`src/rtl/vga_timing_gen.sv`:
```
`default_nettype none
// ============================================================================
// Module      : vga_timing_gen
// Description : 640x480@60 raster timing. Free-running pixel/line counters,
//               undelayed visible flag for the sprite mappers, sync/blank
//               delayed to line up with mapper RGB, and a per-frame tick at
//               the start of vertical blanking.
// Revision    : 1.0 - initial release
// ============================================================================
module vga_timing_gen #(
  parameter int H_VISIBLE  = 640,
  parameter int H_FP       = 16,
  parameter int H_SYNC     = 96,
  parameter int H_BP       = 48,
  parameter int V_VISIBLE  = 480,
  parameter int V_FP       = 10,
  parameter int V_SYNC     = 2,
  parameter int V_BP       = 33,
  parameter int PIPE_DELAY = 2
) (
  input  logic       vga_clk,
  input  logic       reset_n,
  output logic [9:0] DrawX,
  output logic [9:0] DrawY,
  output logic       blank,
  output logic       hs,
  output logic       vs,
  output logic       blank_out,
  output logic       frame_tick
);

  localparam int H_TOTAL = H_VISIBLE + H_FP + H_SYNC + H_BP;
  localparam int V_TOTAL = V_VISIBLE + V_FP + V_SYNC + V_BP;

  localparam logic [9:0] C_H_LAST     = 10'(H_TOTAL - 1);
  localparam logic [9:0] C_V_LAST     = 10'(V_TOTAL - 1);
  localparam logic [9:0] C_H_VIS      = 10'(H_VISIBLE);
  localparam logic [9:0] C_V_VIS      = 10'(V_VISIBLE);
  localparam logic [9:0] C_HS_START   = 10'(H_VISIBLE + H_FP);
  localparam logic [9:0] C_HS_END     = 10'(H_VISIBLE + H_FP + H_SYNC);
  localparam logic [9:0] C_VS_START   = 10'(V_VISIBLE + V_FP);
  localparam logic [9:0] C_VS_END     = 10'(V_VISIBLE + V_FP + V_SYNC);

  // Counters are 10 bits wide; larger rasters cannot be represented.
  generate
    if (H_TOTAL > 1024) begin : g_bad_h_total
      $error("vga_timing_gen: H_TOTAL exceeds 1024");
    end
    if (V_TOTAL > 1024) begin : g_bad_v_total
      $error("vga_timing_gen: V_TOTAL exceeds 1024");
    end
    if (PIPE_DELAY < 0 || PIPE_DELAY > 4) begin : g_bad_pipe
      $error("vga_timing_gen: PIPE_DELAY must be 0..4");
    end
  endgenerate

  logic [9:0] hc_q, hc_d;
  logic [9:0] vc_q, vc_d;
  logic       frame_tick_q, frame_tick_d;
  logic       hs_raw, vs_raw, blank_raw;

  // Next-position logic: pixel counter wraps each line, line counter each frame.
  always_comb begin
    hc_d = hc_q + 10'd1;
    vc_d = vc_q;
    if (hc_q == C_H_LAST) begin
      hc_d = '0;
      vc_d = (vc_q == C_V_LAST) ? 10'd0 : vc_q + 10'd1;
    end
  end

  // Raster position and frame tick registers.
  always_ff @(posedge vga_clk or negedge reset_n) begin
    if (!reset_n) begin
      hc_q         <= '0;
      vc_q         <= '0;
      frame_tick_q <= 1'b0;
    end else begin
      hc_q         <= hc_d;
      vc_q         <= vc_d;
      frame_tick_q <= frame_tick_d;
    end
  end

  // Tick fires one cycle after the first pixel slot of vertical blanking.
  assign frame_tick_d = (hc_q == 10'd0) && (vc_q == C_V_VIS);

  // Raw decodes straight from the counters; syncs are active-low.
  assign hs_raw    = !((hc_q >= C_HS_START) && (hc_q < C_HS_END));
  assign vs_raw    = !((vc_q >= C_VS_START) && (vc_q < C_VS_END));
  assign blank_raw = (hc_q < C_H_VIS) && (vc_q < C_V_VIS);

  assign DrawX      = hc_q;
  assign DrawY      = vc_q;
  assign blank      = blank_raw;
  assign frame_tick = frame_tick_q;

  generate
    if (PIPE_DELAY == 0) begin : g_no_pipe
      assign hs        = hs_raw;
      assign vs        = vs_raw;
      assign blank_out = blank_raw;
    end else begin : g_pipe
      logic [PIPE_DELAY-1:0] hs_q, vs_q, blank_q;

      // Shift registers matching mapper latency; reset to inactive sync / blanked.
      always_ff @(posedge vga_clk or negedge reset_n) begin
        if (!reset_n) begin
          hs_q    <= '1;
          vs_q    <= '1;
          blank_q <= '0;
        end else begin
          hs_q    <= (hs_q << 1)    | PIPE_DELAY'(hs_raw);
          vs_q    <= (vs_q << 1)    | PIPE_DELAY'(vs_raw);
          blank_q <= (blank_q << 1) | PIPE_DELAY'(blank_raw);
        end
      end

      assign hs        = hs_q[PIPE_DELAY-1];
      assign vs        = vs_q[PIPE_DELAY-1];
      assign blank_out = blank_q[PIPE_DELAY-1];
    end
  endgenerate

endmodule
`default_nettype wire
```
`config.mk`:
```
export PLATFORM = sky130hd
export DESIGN_NAME = vga_timing_gen
export DESIGN_NICKNAME = d
export VERILOG_FILES = /design/src/rtl/vga_timing_gen.sv
export SDC_FILE = /design/constraint.sdc
export NUM_CORES = 1
export LEC_CHECK = 0
export CAP_MARGIN = 20
export CORE_UTILIZATION = 55
export DETAILED_ROUTE_END_ITERATION = 10
export DONT_BUFFER_PORTS = 1
export PLACE_DENSITY = 0.77
export SYNTH_ARGS = -nofsm -noshare
export SYNTH_HDL_FRONTEND = slang
export SYNTH_SLANG_ARGS = --single-unit
```
`constraint.sdc`:
```
create_clock -name vga_clk -period 2.28 [get_ports vga_clk]
set_clock_uncertainty 0.05 [all_clocks]
set_input_delay 0.684 -clock vga_clk [delete_from_list [all_inputs] [get_ports vga_clk]]
set_output_delay 0.684 -clock vga_clk [all_outputs]
set_load 0.05 [all_outputs]
```
==> impl_metrics.py, run 1 <==
metrics = {
    "clock_network": {
        "clock_latency_ps": 320,
        "post_cts_resize_count": 0,
        "htreeDepth": 1,
        "clock_path_buffers": 2,
        "cts_root_buf": "clkbuf_4",
        "cts_setup_buffers": 0,
        "clock_sinks": 27,
        "cts_buffers": 3,
        "cts_tree": "built",
        "cts.clk_slew.worst_paths_ps": 150,
    },
    "power_and_ir_drop": {
        "pwr-share-seq": 0.692,
        "sw_frac_of_total": 0.2080,
        "p_int_w": 0.0005485,
        "p_clk_frac": 0.291,
        "ir_worst_vdd_uv": 413.0,
        "p_per_area_nw_per_um2": 459.8,
        "p_comb_frac": 0.017,
        "p_leak_nw": 0.6972,
        "switchingPower_w": 0.0001441,
    },
    "grt": {
        "globalRouteMet2Util": 0.3578,
        "grt_most_used_layer": "met2",
        "grt_max_degree": 24,
        "track_usage": 0.2240,
        "grt_pass1_wl_mm": 4.264,
        "overflow": 0,
        "grt.met1_usage": 0.3046,
        "grt_antenna_before_repair": 0,
        "grt_pass1_vias": 971,
        "grt.met3_usage": 0.04242,
    },
    "timing": {
        "fin_crit_sh": 0.9543,
        "maxSlewHeadroom": 0.6128,
        "drv_slew": 0,
        "setup_tns_ps": 0,
        "setup_viol": 0,
        "fin_crit_ps": 2176,
        "tightestPinTransition_ps": 580.7,
        "rsz0062_at_grt": "no",
        "hold_viol_final": 0,
        "fmax_mhz": 459.6,
        "final.setup.worst_slack_ps": 104.3,
    },
    "synthesis": {
        "synth_nets": 128,
        "synth_edf_count": 0,
        "synth.avg_cell_area_um2": 10.57,
        "yosys_warnings": 0,
        "syn-cell-area_um2": 1279,
        "ys_seq_area_frac": 0.5323,
        "synthCells": 121,
        "synth.distinct_cells": 34,
        "synth_ff_type": "dfrtp_1",
        "synth-async-reset-ratio": 1.000,
        "ys_ff_latch": 27,
    },
    "drt": {
        "vias": 1002,
        "first_iter_violations": 20,
        "vias_per_cell": 5.826,
        "final_antenna_net_count": 0,
        "routed_wl_mm": 2.543,
        "post_drt_wl_per_cell_um": 14.78,
        "drc": 0,
        "drt_first_pass_iters": 6,
    },
    "critical_path": {
        "reg2reg_depth": 4,
        "ff2ff_setup_slack_ps": 320,
        "r2r_start": "DrawY[7]",
        "r2r_end": "DrawY[3]",
        "path_class": "reg2out",
        "endpoint": "blank",
        "endpoint_kind": "output port",
        "crit_required_ps": 1550,
        "cp-start-kind": "flip-flop",
        "worstPathArrival_ps": 1440,
        "crit_fanout": 6,
        "startpoint": "DrawY[6]",
    },
    "job": {
        "cap_violations": 0,
    },
    "finish": {
        "n_fill_cell": 166,
        "area_growth_pct": 17.81,
        "nNetsFinal": 152,
        "layout.cells.non_filler": 172,
        "antenna_cells": 0,
        "drive_gt1_frac": 0.2222,
    },
    "die": {
        "fp.dieW_um": 50.22,
        "die_area_um2": 2522,
        "ioPinCount": 27,
        "start_util": 0.5837,
        "num_rows": 17,
        "coreArea_um2": 2191,
        "fp.dieH_um": 50.22,
    },
    "placement": {
        "finalWeightedCongestion": 0.8481,
        "place.port_buffers": 0,
        "dp.cells": 166,
        "place_worst_setup_slack_ps": 354.0,
        "dp_hpwl_mm": 1.798,
    },
    "outcome": {
        "outcome": "finished clean",
    },
    "hold_path": {
        "min_path_type": "in2async",
    },
}
[cell families after synthesis]
logic type	count (synthesis)	share of synthesized area
AND/OR/NAND/NOR	53	0.2319
buffers and inverters	10	0.03131
AO/OA/AOI/OAI	14	0.07143
adder cells (fa/ha/maj)	5	0.04892
flip-flops	27	0.5323
XOR/XNOR	10	0.06850
multiplexers	2	0.01566
[layout make-up]
class / instances / area (um^2) / area share
clock inverter: 1 / 5.005 / 0.003322
multi-input combinational: 84 / 558.0 / 0.3704
inverter: 6 / 22.52 / 0.01495
tap: 28 / 35.03 / 0.02326
clock buffer: 3 / 22.52 / 0.01495
timing repair buffer: 23 / 182.7 / 0.1213
sequential: 27 / 680.7 / 0.4518
[critical path, cell delays in order, from the launching register on]
cell and delay (ps):
dfrtp_1 460, and3_1 230, nand2_1 80, and3b_1 170, buf_4 190
[worst min path at each step]
stage	from	endpoint	cells past startpoint
2_1_floorplan	g_pipe.blank_q[0]	g_pipe.blank_q[1]	0
3_3_place_gp	g_pipe.blank_q[0]	g_pipe.blank_q[1]	0
3_5_place_dp	g_pipe.blank_q[0]	g_pipe.blank_q[1]	0
4_1_cts	reset_n	g_pipe.vs_q[1]	0
5_1_grt	reset_n	g_pipe.vs_q[0]	0
6_report	reset_n	g_pipe.vs_q[1]	0
[stage by stage]
| step | utilization | cell area, um^2 | total power [W] | hold WS, ps |
|---|---|---|---|---|
| 3_5_place_dp | 0.6636 | 1454 | 0.0004881 | 297.2 |
| 4_1_cts | 0.6808 | 1491 | 0.0006968 | 114.0 |
| 6_report | 0.6876 | 1506 | 0.0006926 | 124.5 |
| 3_3_place_gp | 0.6636 | 1454 | 0.0004881 | 293.3 |
| 5_1_grt | 0.6876 | 1506 | 0.0007168 | 105.4 |
| 2_1_floorplan | - | 1279 | 0.0004881 | 281.2 |
[routing by layer]
| metal | up-vias | part of all wire |
|---|---|---|
| met1 | 489 | 0.45 |
| met4 | 0 | 0.0090 |
| li1 | 475 | - |
| met2 | 34 | 0.49 |
| met5 | - | 0 |
| met3 | 4 | 0.050 |
[what timing repair did]
item	in CTS	in global routing
endpoints found under the setup margin	0	0
hold buffers	1	0
hold endpoints to repair	23	0
[cell usage after synthesis (3+ instances only)]
library cell	count	area, um^2
and2_1	4	25.02
xor2_1	3	26.28
dfstp_2	4	105.1
nand3_1	10	50.05
nor2_1	10	37.54
nand2_1	6	22.52
xnor2_1	7	61.31
inv_1	6	22.52
nand4_1	7	43.79
ha_1	5	62.56
o21ai_0	4	20.02
and3_1	3	18.77
dfrtp_1	23	575.6
[cell usage in the layout, fill, tap and decap left out, types with 2 or more instances in the layout]
cell type,instances
dfstp_2,4
xor2_1,3
a31oi_1,2
o21ai_0,4
o21ai_1,2
mux2i_1,2
nand2_1,6
and3_1,3
or4_1,2
xnor2_1,7
nand4_1,7
nor2b_1,2
inv_1,6
dfrtp_1,23
nor2_1,10
ha_1,5
nor4b_1,2
clkbuf_4,3
buf_4,21
and2_1,4
nand3_1,10
[registers in the layout, indices dropped and copies added (netlist names)]
| name | count |
|---|---|
| DrawX | 10 |
| DrawY | 10 |
| frame_tick | 1 |
| g_pipe.blank_q | 2 |
| g_pipe.hs_q | 2 |
| g_pipe.vs_q | 2 |
[power groups by stage]
stage	registers, W	logic, W	clock network (W)
5_1_grt	0.000480	0.0000136	0.000224
3_5_place_dp	0.000488	0.000000000329	0
2_1_floorplan	0.000488	0.000000000233	0
4_1_cts	0.000479	0.00000926	0.000208
6_report	0.000479	0.0000117	0.000202
3_3_place_gp	0.000488	0.000000000329	0
(Power assumes the default switching activity.)
==> inputs of run 2 (changes only) <==
- CELL_PAD_IN_SITES_DETAIL_PLACEMENT: default -> 1
- CELL_PAD_IN_SITES_GLOBAL_PLACEMENT: default -> 1
- CORE_UTILIZATION: 55 -> 47
- PLACE_DENSITY: 0.77 -> 0.83
==> impl_metrics.py, run 2 (synthesized netlist as in run 1, its figures left out) <==
metrics = {
    "finish": {
        "antenna_cells": 0,
        "final_core_utilization": 0.5982,
        "area_growth_pct": 18.00,
        "nNetsFinal": 152,
        "seq_area_um2": 681.9,
        "layout.cells.non_filler": 174,
        "mostFrequentLayoutCell": "dfrtp_1",
        "final_cell_mix": "dfrtp_1, buf_4, nand3_1, nor2_1",
        "n_fill_cell": 301,
        "drive_gt1_frac": 0.2222,
        "multi_input_area_um2": 558.0,
    },
    "die": {
        "ioPinCount": 27,
        "coreArea_um2": 2522,
        "die_area_um2": 2933,
        "fp.dieH_um": 54.16,
        "fp.dieW_um": 54.16,
        "num_rows": 18,
        "start_util": 0.5069,
    },
    "drt": {
        "vias_per_cell": 6.046,
        "drc": 0,
        "routed_wl_mm": 3.279,
        "post_drt_wl_per_cell_um": 18.84,
        "final_antenna_net_count": 0,
        "drt_first_pass_iters": 4,
        "vias": 1052,
        "first_iter_violations": 33,
    },
    "timing": {
        "holdWs_ps": 130.8,
        "maxSlewHeadroom": 0.5699,
        "fin_crit_sh": 0.9646,
        "setup_viol": 0,
        "tightestPinTransition_ps": 645.2,
        "hold_viol_final": 0,
        "fin_crit_ps": 2199,
        "drv_slew": 0,
        "fmax_mhz": 454.7,
    },
    "power_and_ir_drop": {
        "power.total_w": 0.0006972,
        "ir_worst_vdd_uv": 326.0,
        "p_leak_nw": 0.6928,
        "p_per_area_nw_per_um2": 462.0,
    },
    "clock_network": {
        "cts_tree": "built",
        "clock_path_buffers": 2,
        "cts.clk_slew.worst_paths_ps": 140,
        "cts_setup_buffers": 0,
        "cts_root_buf": "clkbuf_4",
        "cts_buffers": 3,
        "htreeDepth": 1,
        "clock_latency_ps": 320,
        "clock_sinks": 27,
    },
    "outcome": {
        "outcome": "finished clean",
    },
    "grt": {
        "grt_pass1_vias": 1083,
        "track_usage": 0.2431,
        "grt_max_degree": 24,
        "grt_pass1_wl_mm": 4.974,
        "grt_antenna_before_repair": 0,
        "overflow": 0,
    },
    "job": {
        "cap_violations": 0,
    },
    "placement": {
        "place.port_buffers": 0,
        "dp.cells": 168,
        "finalWeightedCongestion": 0.8217,
        "dp_hpwl_mm": 2.308,
    },
    "critical_path": {
        "crit_required_ps": 1550,
        "crit_fanout": 5,
        "path_class": "reg2out",
        "worstPathArrival_ps": 1470,
        "endpoint_kind": "output port",
        "cp-start-kind": "flip-flop",
    },
    "hold_path": {
        "min_path_type": "in2async",
    },
}
run 2: cell types whose count changed in the layout (fill, tap and decap cells not counted), sizes merged:
| cell | delta |
|---|---|
| clkbuf | +1 |
| clkinv | -1 |
run 2: routing by layer:
metal	GRT usage	wire length [um]
met2	0.4187	1687
met5	0	0
met1	0.3086	1351
met3	0.03672	172
met4	0.07692	68
run 2: metrics by stage:
stage / cell area [um^2] / TNS [ps] / worst slack [ps]
after global placement: 1456 / 0 / 397.1
after floorplan: 1279 / 0 / 135.4
after global routing: 1509 / -2.760 / -2.760
after detailed placement: 1456 / 0 / 345.0
after CTS: 1493 / 0 / 85.64
final: 1509 / 0 / 80.78
run 2: worst max-delay path: stages, from the launching register on:
cell and delay, ps:
dfrtp_1 450, and3_1 240, nand2_1 100, and3b_1 170, buf_4 190
run 2: cell type report:
class	instances	share of cell area
Inverter	6	0.01493
Multi-Input combinational cell	84	0.3698
Tap cell	30	0.02488
Timing Repair Buffer	23	0.1211
Sequential cell	27	0.4519
Clock buffer	4	0.01741
run 2: power breakdown:
group	total (W)	switching (W)	internal [W]	leakage [nW]
combinational	0.0000119	0.00000839	0.00000352	0.341
sequential	0.000479	0	0.000479	0.337
clock	0.000206	0.000137	0.0000684	0.0150
run 2: timing repair:
action / in CTS / in global routing
hold buffers: 1 / 0
gates resized for setup: 0 / 1
hold endpoints to repair: 23 / 0
setup endpoints to repair: 0 / 1
run 2: worst paths after layout:
check                                     from              to  slack, ps  cells after the start
worst max-delay path                  DrawY[7]           blank         80                      4
worst min-delay path                   reset_n  g_pipe.hs_q[1]        130                      0
worst max register to register        DrawX[7]        DrawY[6]        270                      4
worst min register to register  g_pipe.hs_q[0]  g_pipe.hs_q[1]        320                      0
max in group asynchronous              reset_n        DrawY[6]        990                      2
min in group vga_clk            g_pipe.hs_q[0]  g_pipe.hs_q[1]        320                      0
